## config.mk

```make
export PLATFORM = sky130hd
export DESIGN_NAME = puzzle_move_engine_flat
export DESIGN_NICKNAME = d
export VERILOG_FILES = /design/src/rtl/puzzle_move_engine_if.sv /design/src/rtl/puzzle_move_engine.sv /design/src/flat_wrapper.sv
export SDC_FILE = /design/constraint.sdc
export NUM_CORES = 1
export LEC_CHECK = 0
export CAP_MARGIN = 20
export CORE_UTILIZATION = 50
export DETAILED_ROUTE_END_ITERATION = 6
export MAX_ROUTING_LAYER = met4
export PLACE_DENSITY = 0.68
export SYNTH_ARGS = -nofsm -noshare
export SYNTH_HDL_FRONTEND = slang
export SYNTH_SLANG_ARGS = --single-unit
export TNS_END_PERCENT = 10
```

## constraint.sdc

```tcl
create_clock -name clk -period 8.9 [get_ports clk]
set_clock_uncertainty 0.2 [all_clocks]
set_input_delay 2.225 -clock clk [delete_from_list [all_inputs] [get_ports clk]]
set_output_delay 2.225 -clock clk [all_outputs]
set_load 0.005 [all_outputs]
```

## src/rtl/puzzle_move_engine_if.sv

```systemverilog
// Controller handshake plus register-file bus of the 8-puzzle move engine.
interface puzzle_move_engine_if;
  logic       start;
  logic [1:0] dir;
  logic       busy;
  logic       done;
  logic [1:0] status;
  logic       solved;
  logic [3:0] blank_pos;
  logic [4:0] rf_raddr;
  logic [7:0] rf_rdata;
  logic [4:0] rf_waddr;
  logic [7:0] rf_wdata;
  logic       rf_we;

  modport master (
    input  start, dir, rf_rdata,
    output busy, done, status, solved, blank_pos,
           rf_raddr, rf_waddr, rf_wdata, rf_we
  );

  modport slave (
    output start, dir, rf_rdata,
    input  busy, done, status, solved, blank_pos,
           rf_raddr, rf_waddr, rf_wdata, rf_we
  );
endinterface

```

## src/rtl/puzzle_move_engine.sv

```systemverilog
// 8-puzzle move engine: reads the packed board, moves the blank one step,
// writes the board back and bumps the saturating depth byte.
module puzzle_move_engine #(
  parameter logic [4:0]  BOARD_BASE = 5'd0,
  parameter logic [4:0]  DEPTH_ADDR = 5'd5,
  parameter logic [35:0] IDEAL      = 36'h123456780
) (
  input  logic clk,
  input  logic rst_n,
  puzzle_move_engine_if.master bus
);

  typedef enum logic [2:0] {IDLE, READ, FIND, WRITE, DEPTH, DONE} state_t;

  state_t      state;
  logic [35:0] board;   // position p lives in bits [35-4p -: 4]
  logic [1:0]  dir_q;
  logic [2:0]  idx;
  logic [1:0]  st_q;
  logic [3:0]  bp_q;
  logic        sv_q;

  // Byte k of the packed file image; byte 4 carries pos 8 in its high nibble.
  function automatic logic [7:0] byte_of(input logic [35:0] b, input logic [2:0] i);
    if (i == 3'd4) return {b[3:0], 4'h0};
    return b[35-8*int'(i) -: 8];
  endfunction

  logic [3:0]  zcnt;
  int          bpos;
  int          tgt;
  logic        legal;
  logic [35:0] nboard;
  logic [1:0]  find_st;
  logic        fsolved;

  // Blank search, legality check and swap on the captured board.
  always_comb begin
    zcnt    = '0;
    bpos    = 0;
    tgt     = 0;
    legal   = 1'b0;
    nboard  = board;
    for (int p = 8; p >= 0; p--) begin
      if (board[35-4*p -: 4] == 4'h0) begin
        zcnt = zcnt + 4'd1;
        bpos = p;
      end
    end
    case (dir_q)
      2'b00: begin legal = (bpos / 3) > 0; tgt = bpos - 3; end
      2'b01: begin legal = (bpos / 3) < 2; tgt = bpos + 3; end
      2'b10: begin legal = (bpos % 3) > 0; tgt = bpos - 1; end
      default: begin legal = (bpos % 3) < 2; tgt = bpos + 1; end
    endcase
    if (zcnt != 4'd1)  find_st = 2'b10;
    else if (!legal)   find_st = 2'b01;
    else               find_st = 2'b00;
    if (find_st == 2'b00) begin
      nboard[35-4*bpos -: 4] = board[35-4*tgt -: 4];
      nboard[35-4*tgt -: 4]  = 4'h0;
    end
    fsolved = (find_st != 2'b10) && (nboard == IDEAL);
  end

  // Command sequencer; every bus output is registered.  The read port is
  // parked on the depth byte from FIND onward so its incremented value is
  // ready as registered write data for the DEPTH cycle.
  always_ff @(posedge clk) begin
    if (!rst_n) begin
      state         <= IDLE;
      board         <= '0;
      dir_q         <= '0;
      idx           <= '0;
      st_q          <= '0;
      bp_q          <= '0;
      sv_q          <= 1'b0;
      bus.busy      <= 1'b0;
      bus.done      <= 1'b0;
      bus.status    <= '0;
      bus.solved    <= 1'b0;
      bus.blank_pos <= '0;
      bus.rf_raddr  <= '0;
      bus.rf_waddr  <= '0;
      bus.rf_wdata  <= '0;
      bus.rf_we     <= 1'b0;
    end else begin
      case (state)
        IDLE: begin
          bus.done  <= 1'b0;
          bus.rf_we <= 1'b0;
          if (bus.start) begin
            dir_q        <= bus.dir;
            bus.busy     <= 1'b1;
            idx          <= '0;
            bus.rf_raddr <= BOARD_BASE;
            state        <= READ;
          end
        end
        READ: begin
          if (idx == 3'd4) begin
            board[3:0]   <= bus.rf_rdata[7:4];
            bus.rf_raddr <= DEPTH_ADDR;
            idx          <= '0;
            state        <= FIND;
          end else begin
            board[35-8*int'(idx) -: 8] <= bus.rf_rdata;
            bus.rf_raddr <= bus.rf_raddr + 5'd1;
            idx          <= idx + 3'd1;
          end
        end
        FIND: begin
          st_q <= find_st;
          bp_q <= 4'(bpos);
          sv_q <= fsolved;
          if (find_st == 2'b00) begin
            board        <= nboard;
            bus.rf_we    <= 1'b1;
            bus.rf_waddr <= BOARD_BASE;
            bus.rf_wdata <= byte_of(nboard, 3'd0);
            idx          <= '0;
            state        <= WRITE;
          end else begin
            bus.done      <= 1'b1;
            bus.status    <= find_st;
            bus.blank_pos <= 4'(bpos);
            bus.solved    <= fsolved;
            state         <= DONE;
          end
        end
        WRITE: begin
          if (idx == 3'd4) begin
            bus.rf_waddr <= DEPTH_ADDR;
            bus.rf_wdata <= (bus.rf_rdata == 8'hFF) ? 8'hFF : bus.rf_rdata + 8'd1;
            state        <= DEPTH;
          end else begin
            bus.rf_waddr <= bus.rf_waddr + 5'd1;
            bus.rf_wdata <= byte_of(board, idx + 3'd1);
            idx          <= idx + 3'd1;
          end
        end
        DEPTH: begin
          bus.rf_we     <= 1'b0;
          bus.done      <= 1'b1;
          bus.status    <= st_q;
          bus.blank_pos <= bp_q;
          bus.solved    <= sv_q;
          state         <= DONE;
        end
        DONE: begin
          bus.done <= 1'b0;
          bus.busy <= 1'b0;
          state    <= IDLE;
        end
        default: state <= IDLE;
      endcase
    end
  end

endmodule

```

## src/flat_wrapper.sv

```systemverilog
// flat-port wrapper written by rule: the top's interface ports become plain ports
module puzzle_move_engine_flat 
#(
  parameter logic [4:0]  BOARD_BASE = 5'd0,
  parameter logic [4:0]  DEPTH_ADDR = 5'd5,
  parameter logic [35:0] IDEAL      = 36'h123456780
)
  (clk, rst_n, bus_start, bus_dir, bus_rf_rdata, bus_busy, bus_done, bus_status, bus_solved, bus_blank_pos, bus_rf_raddr, bus_rf_waddr, bus_rf_wdata, bus_rf_we);
  puzzle_move_engine_if bus_i ();
  input  logic clk;
  input  logic rst_n;
  input wire logic [$bits(bus_i.start)-1:0] bus_start;
  input wire logic [$bits(bus_i.dir)-1:0] bus_dir;
  input wire logic [$bits(bus_i.rf_rdata)-1:0] bus_rf_rdata;
  output wire logic [$bits(bus_i.busy)-1:0] bus_busy;
  output wire logic [$bits(bus_i.done)-1:0] bus_done;
  output wire logic [$bits(bus_i.status)-1:0] bus_status;
  output wire logic [$bits(bus_i.solved)-1:0] bus_solved;
  output wire logic [$bits(bus_i.blank_pos)-1:0] bus_blank_pos;
  output wire logic [$bits(bus_i.rf_raddr)-1:0] bus_rf_raddr;
  output wire logic [$bits(bus_i.rf_waddr)-1:0] bus_rf_waddr;
  output wire logic [$bits(bus_i.rf_wdata)-1:0] bus_rf_wdata;
  output wire logic [$bits(bus_i.rf_we)-1:0] bus_rf_we;
  assign bus_i.start = bus_start;
  assign bus_i.dir = bus_dir;
  assign bus_i.rf_rdata = bus_rf_rdata;
  assign bus_busy = bus_i.busy;
  assign bus_done = bus_i.done;
  assign bus_status = bus_i.status;
  assign bus_solved = bus_i.solved;
  assign bus_blank_pos = bus_i.blank_pos;
  assign bus_rf_raddr = bus_i.rf_raddr;
  assign bus_rf_waddr = bus_i.rf_waddr;
  assign bus_rf_wdata = bus_i.rf_wdata;
  assign bus_rf_we = bus_i.rf_we;
  puzzle_move_engine #(.BOARD_BASE(BOARD_BASE), .DEPTH_ADDR(DEPTH_ADDR), .IDEAL(IDEAL)) u_core (.clk(clk), .rst_n(rst_n), .bus(bus_i));
endmodule
```

==> flow_summary.yaml, run 1 <==
finish:
  syn2layout_area_growth_pct: 10.9
  drive_gt1_share_pct: 7.98
  fill_cells: 1504
  fin_cells: 1301
  antenna_cells: 0
  fin_nets: 1139
clocking:
  worstSkewPairLatency_ns: 0.35
  clock_sinks: 79
  cts_root_buf: "clkbuf_16"
  cts.repair.resized: 0
  path_clk_slew_ns: 0.07
  cts_tree: "built"
  numCtsBuffers: 9
  htreeDepth: 3
  clock_path_buffers: 2
  holdBufCountCts: 0
  cts_setup_buffers: 0
sta:
  finalHoldViolations: 0
  relSlewSlack_pct: 28.9
  postLayoutSetupSlackWorst_ns: 1.14
  drv_slew: 0
  tns_ns: 0
  fmax_ghz: 0.129
  period_minus_slack_ns: 7.76
  fin_crit_sh_pct: 87.2
  setup_viol_count_final: 0
  grt_setup_unrepaired: "false"
  worstMarginPinSlew_ns: 1.06
  whs_ns: 0.257
yosys:
  synth_top_area_share_pct: 19.7
  yosys.area.top_type: "dfxtp_1"
  syn_area_per_cell_um2: 7.41
  synthTopCellsByArea: "dfxtp_1 20%, ha_1 6.2%, a21oi_1 5.6%"
  yosys_warnings: 0
  synthDistinctLibCells: 84
  synth.most_common_cell: "nor2_1"
  synth_commonest_cells: "110 x nor2_1, 100 x nand2_1, 90 x a21oi_1"
  synth_edf_count: 0
  synth_seq_area_share_pct: 19.7
  async_flop_share_pct: 0
  syn_nets: 1136
  synth-seq-cells: 79
  netlist_instances: 1082
  synth_ff_type: "dfxtp_1"
  synth_area_um2: 8010
routing:
  dr.pass1.iters: 7
  vias_per_cell: 6.84
  route.vias.total: 8896
  wl_um: 29000
  drt_iter0_drc: 892
  wl_per_cell_um: 22.3
  ant_nets: 0
  drc_errors: 3
die:
  rows: 45
  initial_core_util_pct: 51.9
  die_y_um: 129
  io_pins: 41
  dieArea_um2: 16500
  die_w_um: 129
  core_area_um2: 15400
setup_path:
  criticalPathCategory: "reg2reg"
  rr_worst_depth: 27
  crit_fanout: 18
  slowest_delay_ns: 0.75
  cp.buffers_inverters: 0
  crit_arrival_ns: 7.80
  cp-start-kind: "register"
  r2r-end: "u_core.board[7]"
  cpMostUsedCell: "ha_1"
  critPathCaptureType: "register"
  cp_slowest_cell: "or4_1"
  cp.required_ns: 8.94
  r2r_start: "u_core.board[4]"
  critPathTopFamily: "compound AO/OA/AOI/OAI gates"
  r2r_setup_slack_ns: 1.14
place:
  dp_hpwl_um: 21600
  place_congestion: 1.08
  placed_cells: 1285
  place_ws_ns: 1.36
  port_buffers: 40
status:
  status: "finished, violations left"
  violations: "design-rule violations"
min_path:
  hold_start: "u_core.bp_q[2]"
  whs_endpoint: "u_core.bp_q[2]"
  hold_class: "reg2reg"
  hold_depth: 2
global_routing:
  grt_pass1_vias: 8209
  grt_usage_pct: 36.1
  antenna_found_initial: 0
  overflow: 0
  grt_max_degree: 47
  grt_pass1_wl_um: 45000
flow_run:
  cap_violations: 0
pwr:
  vdd.ir_drop.worst_mv: 0.229
  powerDensity_nw_per_um2: 275
  p_leak_nw: 3.18
[logic make-up (layout without fill, tap and decap cells)]
family	count (synthesis)	in the layout	share of synthesized area (%)
compound gates	365	365	31.0
xor+xnor	28	28	3.69
fa+ha+maj	41	41	6.50
buf+inv	109	117	5.23
flops	79	79	19.7
mux	41	41	6.54
simple gates	419	419	27.3
[how the worst max path moves through the flow]
stage | slack [ns] | cells past startpoint | startpoint | end
3_3_place_gp | 1.43 | 26 | u_core.board[4] | u_core.bus.solved
4_1_cts | 1.31 | 26 | u_core.board[4] | u_core.bus.solved
3_5_place_dp | 1.36 | 26 | u_core.board[4] | u_core.bus.solved
6_report | 1.14 | 27 | u_core.board[4] | u_core.board[7]
2_1_floorplan | 2.29 | 28 | u_core.board[4] | u_core.sv_q
5_1_grt | 0.74 | 29 | u_core.board[4] | u_core.board[15]
[flip-flops by register name (all words and copies together), names as in the netlist, 2 cells and up]
name                  count
u_core.bus.blank_pos      4
u_core.board             36
u_core.st_q               2
u_core.bus.rf_waddr       5
u_core.bus.rf_wdata       8
u_core.bp_q               4
u_core.bus.rf_raddr       5
u_core.bus.status         2
u_core.dir_q              2
u_core.idx                3
u_core.state              3
[layout by cell type, fill, tap and decap left out, types with 12 or more instances in the layout]
cell	n
nor2_1	110
nand2_1	100
a21oi_1	90
dfxtp_1	79
o21ai_0	65
ha_1	40
clkdlybuf4s50_1	40
inv_1	38
nor3_1	37
nand3_1	30
mux2i_1	22
a22oi_1	21
nor4_1	20
a211oi_1	20
buf_4	20
a31oi_1	19
xnor2_1	18
nand4_1	15
o211ai_1	15
nor2b_1	14
and2_1	14
or4_1	12
a32oi_1	12
[layout make-up]
class	count	area, µm²	area share, %
multi-input cells	894	6020	67.7
clock inverters	6	93.8	1.06
flip-flops and latches	79	1580	17.8
clock buffers	10	229	2.58
inverters	41	154	1.73
repair buffers	60	551	6.19
well taps	211	264	2.97
[worst min-delay path: stages, from the launching register on]
cell and delay, ns:
dfxtp_1 0.31, nand2_1 0.05, a21oi_1 0.05
[power breakdown]
group	switching [W]	leakage, nW	internal [W]
logic	0.00103	2.40	0.000588
clock network	0.000166	0.147	0.000248
registers	0.0000402	0.640	0.000375
total	0.00123	3.18	0.00121
[through the flow]
step	cell area (µm²)	utilization, %	total power (W)
final	8890	57.6	0.00244
after global placement	8570	55.5	0.00199
after detailed placement	8570	55.5	0.00198
after global routing	8890	57.6	0.00257
after floorplan	8010	-	0.00160
after CTS	8890	57.6	0.00240
[layer usage]
layer	routed length, µm	share of wire (%)	track usage, %
met1	12400	43	46.2
met2	13300	46	57.9
met3	2410	8.3	4.12
met4	882	3.0	14.7
met5	0	0	-
No activity file was read; power rests on OpenSTA's default activity.
==> run 2, diff against run 1 <==
Settings changed: CORE_MARGIN set to 3.
==> run 2 against run 1 <==
  * The run now ends clean
  * Global-route usage shrank 3.5 points
  * Fmax increased by 0.53%
  * Wire length fell by 0.21%
  * First-iteration DRC count rose by 20%
  * Sequential power barely moved
  * Combinational power about the same
  * Via count barely moved
  * Critical path depth unchanged
==> flow_summary.yaml, run 2 (synthesis gave the netlist of run 1 again) <==
sta:
  period_minus_slack_ns: 7.72
  fmax_ghz: 0.130
  worstMarginPinSlew_ns: 1.08
  setup_viol_count_final: 0
  drv_slew: 0
  grt_setup_unrepaired: "false"
  whs_ns: 0.255
  tns_ns: 0
  relSlewSlack_pct: 27.6
  finalHoldViolations: 0
  fin_crit_sh_pct: 86.7
global_routing:
  grt_max_degree: 47
  grt_pass1_vias: 8051
  overflow: 0
  grt_pass1_wl_um: 45300
  antenna_found_initial: 1
  grt_usage_pct: 32.6
finish:
  largest_register: "u_core.board"
  fin_nets: 1141
  fin_area_um2: 8880
  top_regs: "u_core.board x36, u_core.bus.rf_wdata x8"
  final_cell_mix: "110 x nor2_1, 100 x nand2_1, 90 x a21oi_1"
  syn2layout_area_growth_pct: 10.8
  largest_register_ffs: 36
  layout.cells.most_common: "nor2_1"
  drive_gt1_share_pct: 8.16
pwr:
  total_power_w: 0.00240
  vdd.ir_drop.worst_mv: 0.232
  p_leak_nw: 3.19
  powerDensity_nw_per_um2: 270
min_path:
  hold_depth: 2
  hold_class: "reg2reg"
  whs_endpoint: "u_core.bus.blank_pos[2]"
  hold_start: "u_core.bus.blank_pos[2]"
clocking:
  cts_tree: "built"
  htreeDepth: 3
  worstSkewPairLatency_ns: 0.34
  clock_sinks: 79
  clock_path_buffers: 2
  numCtsBuffers: 9
  path_clk_slew_ns: 0.06
  holdBufCountCts: 0
  cts_setup_buffers: 0
  cts_root_buf: "clkbuf_16"
  cts.repair.resized: 0
routing:
  wl_um: 28900
  wl_per_cell_um: 22.2
  dr.pass1.iters: 5
  drc_errors: 0
  vias_per_cell: 6.83
  drt_iter0_drc: 1071
  route.vias.total: 8895
  ant_nets: 0
setup_path:
  r2r-end: "u_core.sv_q"
  cp-start-kind: "register"
  criticalPathCategory: "reg2reg"
  cp.required_ns: 8.97
  r2r_start: "u_core.board[4]"
  critPathCaptureType: "register"
  crit_arrival_ns: 7.79
  rr_worst_depth: 27
  r2r_setup_slack_ns: 1.18
  crit_fanout: 11
die:
  die_y_um: 133
  core_area_um2: 15400
  dieArea_um2: 17600
  initial_core_util_pct: 51.9
  die_w_um: 133
  rows: 45
  io_pins: 41
place:
  dp_hpwl_um: 21700
  place_congestion: 1.06
  dpl_cell_area_um2: 8580
  port_buffers: 40
flow_run:
  cap_violations: 0
status:
  status: "finished, final reports clean"
==> run 2: changes by cell type in the layout (fill, tap and decap cells not counted) <==
cell / change
inv_8: -1
inv_6: +1
clkbuf_8: +1
bufinv_16: -1
clkinv_2: +2
clkbuf_1: -1
diode_2: +1
buf_4: +2
clkinvlp_4: -2
==> run 2: power breakdown <==
group | total, W | internal (W) | switching, W
sequential | 0.000415 | 0.000375 | 0.0000395
clock | 0.000376 | 0.000223 | 0.000152
combinational | 0.00161 | 0.000578 | 0.00103
total | 0.00240 | 0.00118 | 0.00122
==> run 2: stage by stage <==
step	cells	setup slack, ns	util, %
floorplan	1082	2.29	-
global placement	1287	1.41	55.6
detailed placement	1287	1.29	55.6
CTS	1302	1.26	57.5
global route	1303	0.595	57.6
finish	1303	1.18	57.6
==> run 2: worst max-delay path: stages, from the launching register on <==
cell and delay, ns:
dfxtp_1 0.36, or4_1 0.74, ha_1 0.44, xnor2_1 0.15, ha_1 0.31, nand2_1 0.10, o21ai_0 0.09, ha_1 0.31
o21a_1 0.20, ha_1 0.28, nand2_1 0.10, nand2_1 0.06, ha_1 0.28, nor2_1 0.04, a31oi_1 0.31, ha_1 0.31
nand2_1 0.06, nand2_1 0.05, ha_1 0.20, nor2b_1 0.14, o31a_1 0.25, a211oi_2 0.45, o21ai_1 0.47, nor3_1 0.59
mux2_2 0.40, nor4b_1 0.43, nand4_1 0.16, o21ai_1 0.14
==> run 2: how the worst max path moves through the flow <==
stage	startpoint	end	slack [ns]
after detailed placement	u_core.board[4]	u_core.sv_q	1.29
after global routing	u_core.board[4]	u_core.sv_q	0.59
after global placement	u_core.board[4]	u_core.sv_q	1.41
after floorplan	u_core.board[4]	u_core.sv_q	2.29
final	u_core.board[4]	u_core.sv_q	1.18
after CTS	u_core.board[4]	u_core.sv_q	1.26
==> run 2: area by class of cell <==
type	instances	area (µm²)
Antenna cell	1	2.50
Sequential cell	79	1580
Inverter	41	154
Clock buffer	10	239
Clock inverter	5	56.3
Multi-Input combinational cell	894	6020
Tap cell	211	264
Timing Repair Buffer	62	566
Fill cell	1531	6550
==> run 2: layer usage <==
layer  track usage, %  wire length, µm  vias to the layer above
li1                 -                -                     4137
met1             44.2            12200                     4166
met2             51.4            13100                      511
met3             3.99             2760                       81
met4             9.01              869                        0
met5                -                0                        -
==> run 3, diff against run 2 <==
Settings changed: SLEW_MARGIN set to 10.
==> results of run 3 <==
Final layout, timing and power as in run 2 (identical DEF).
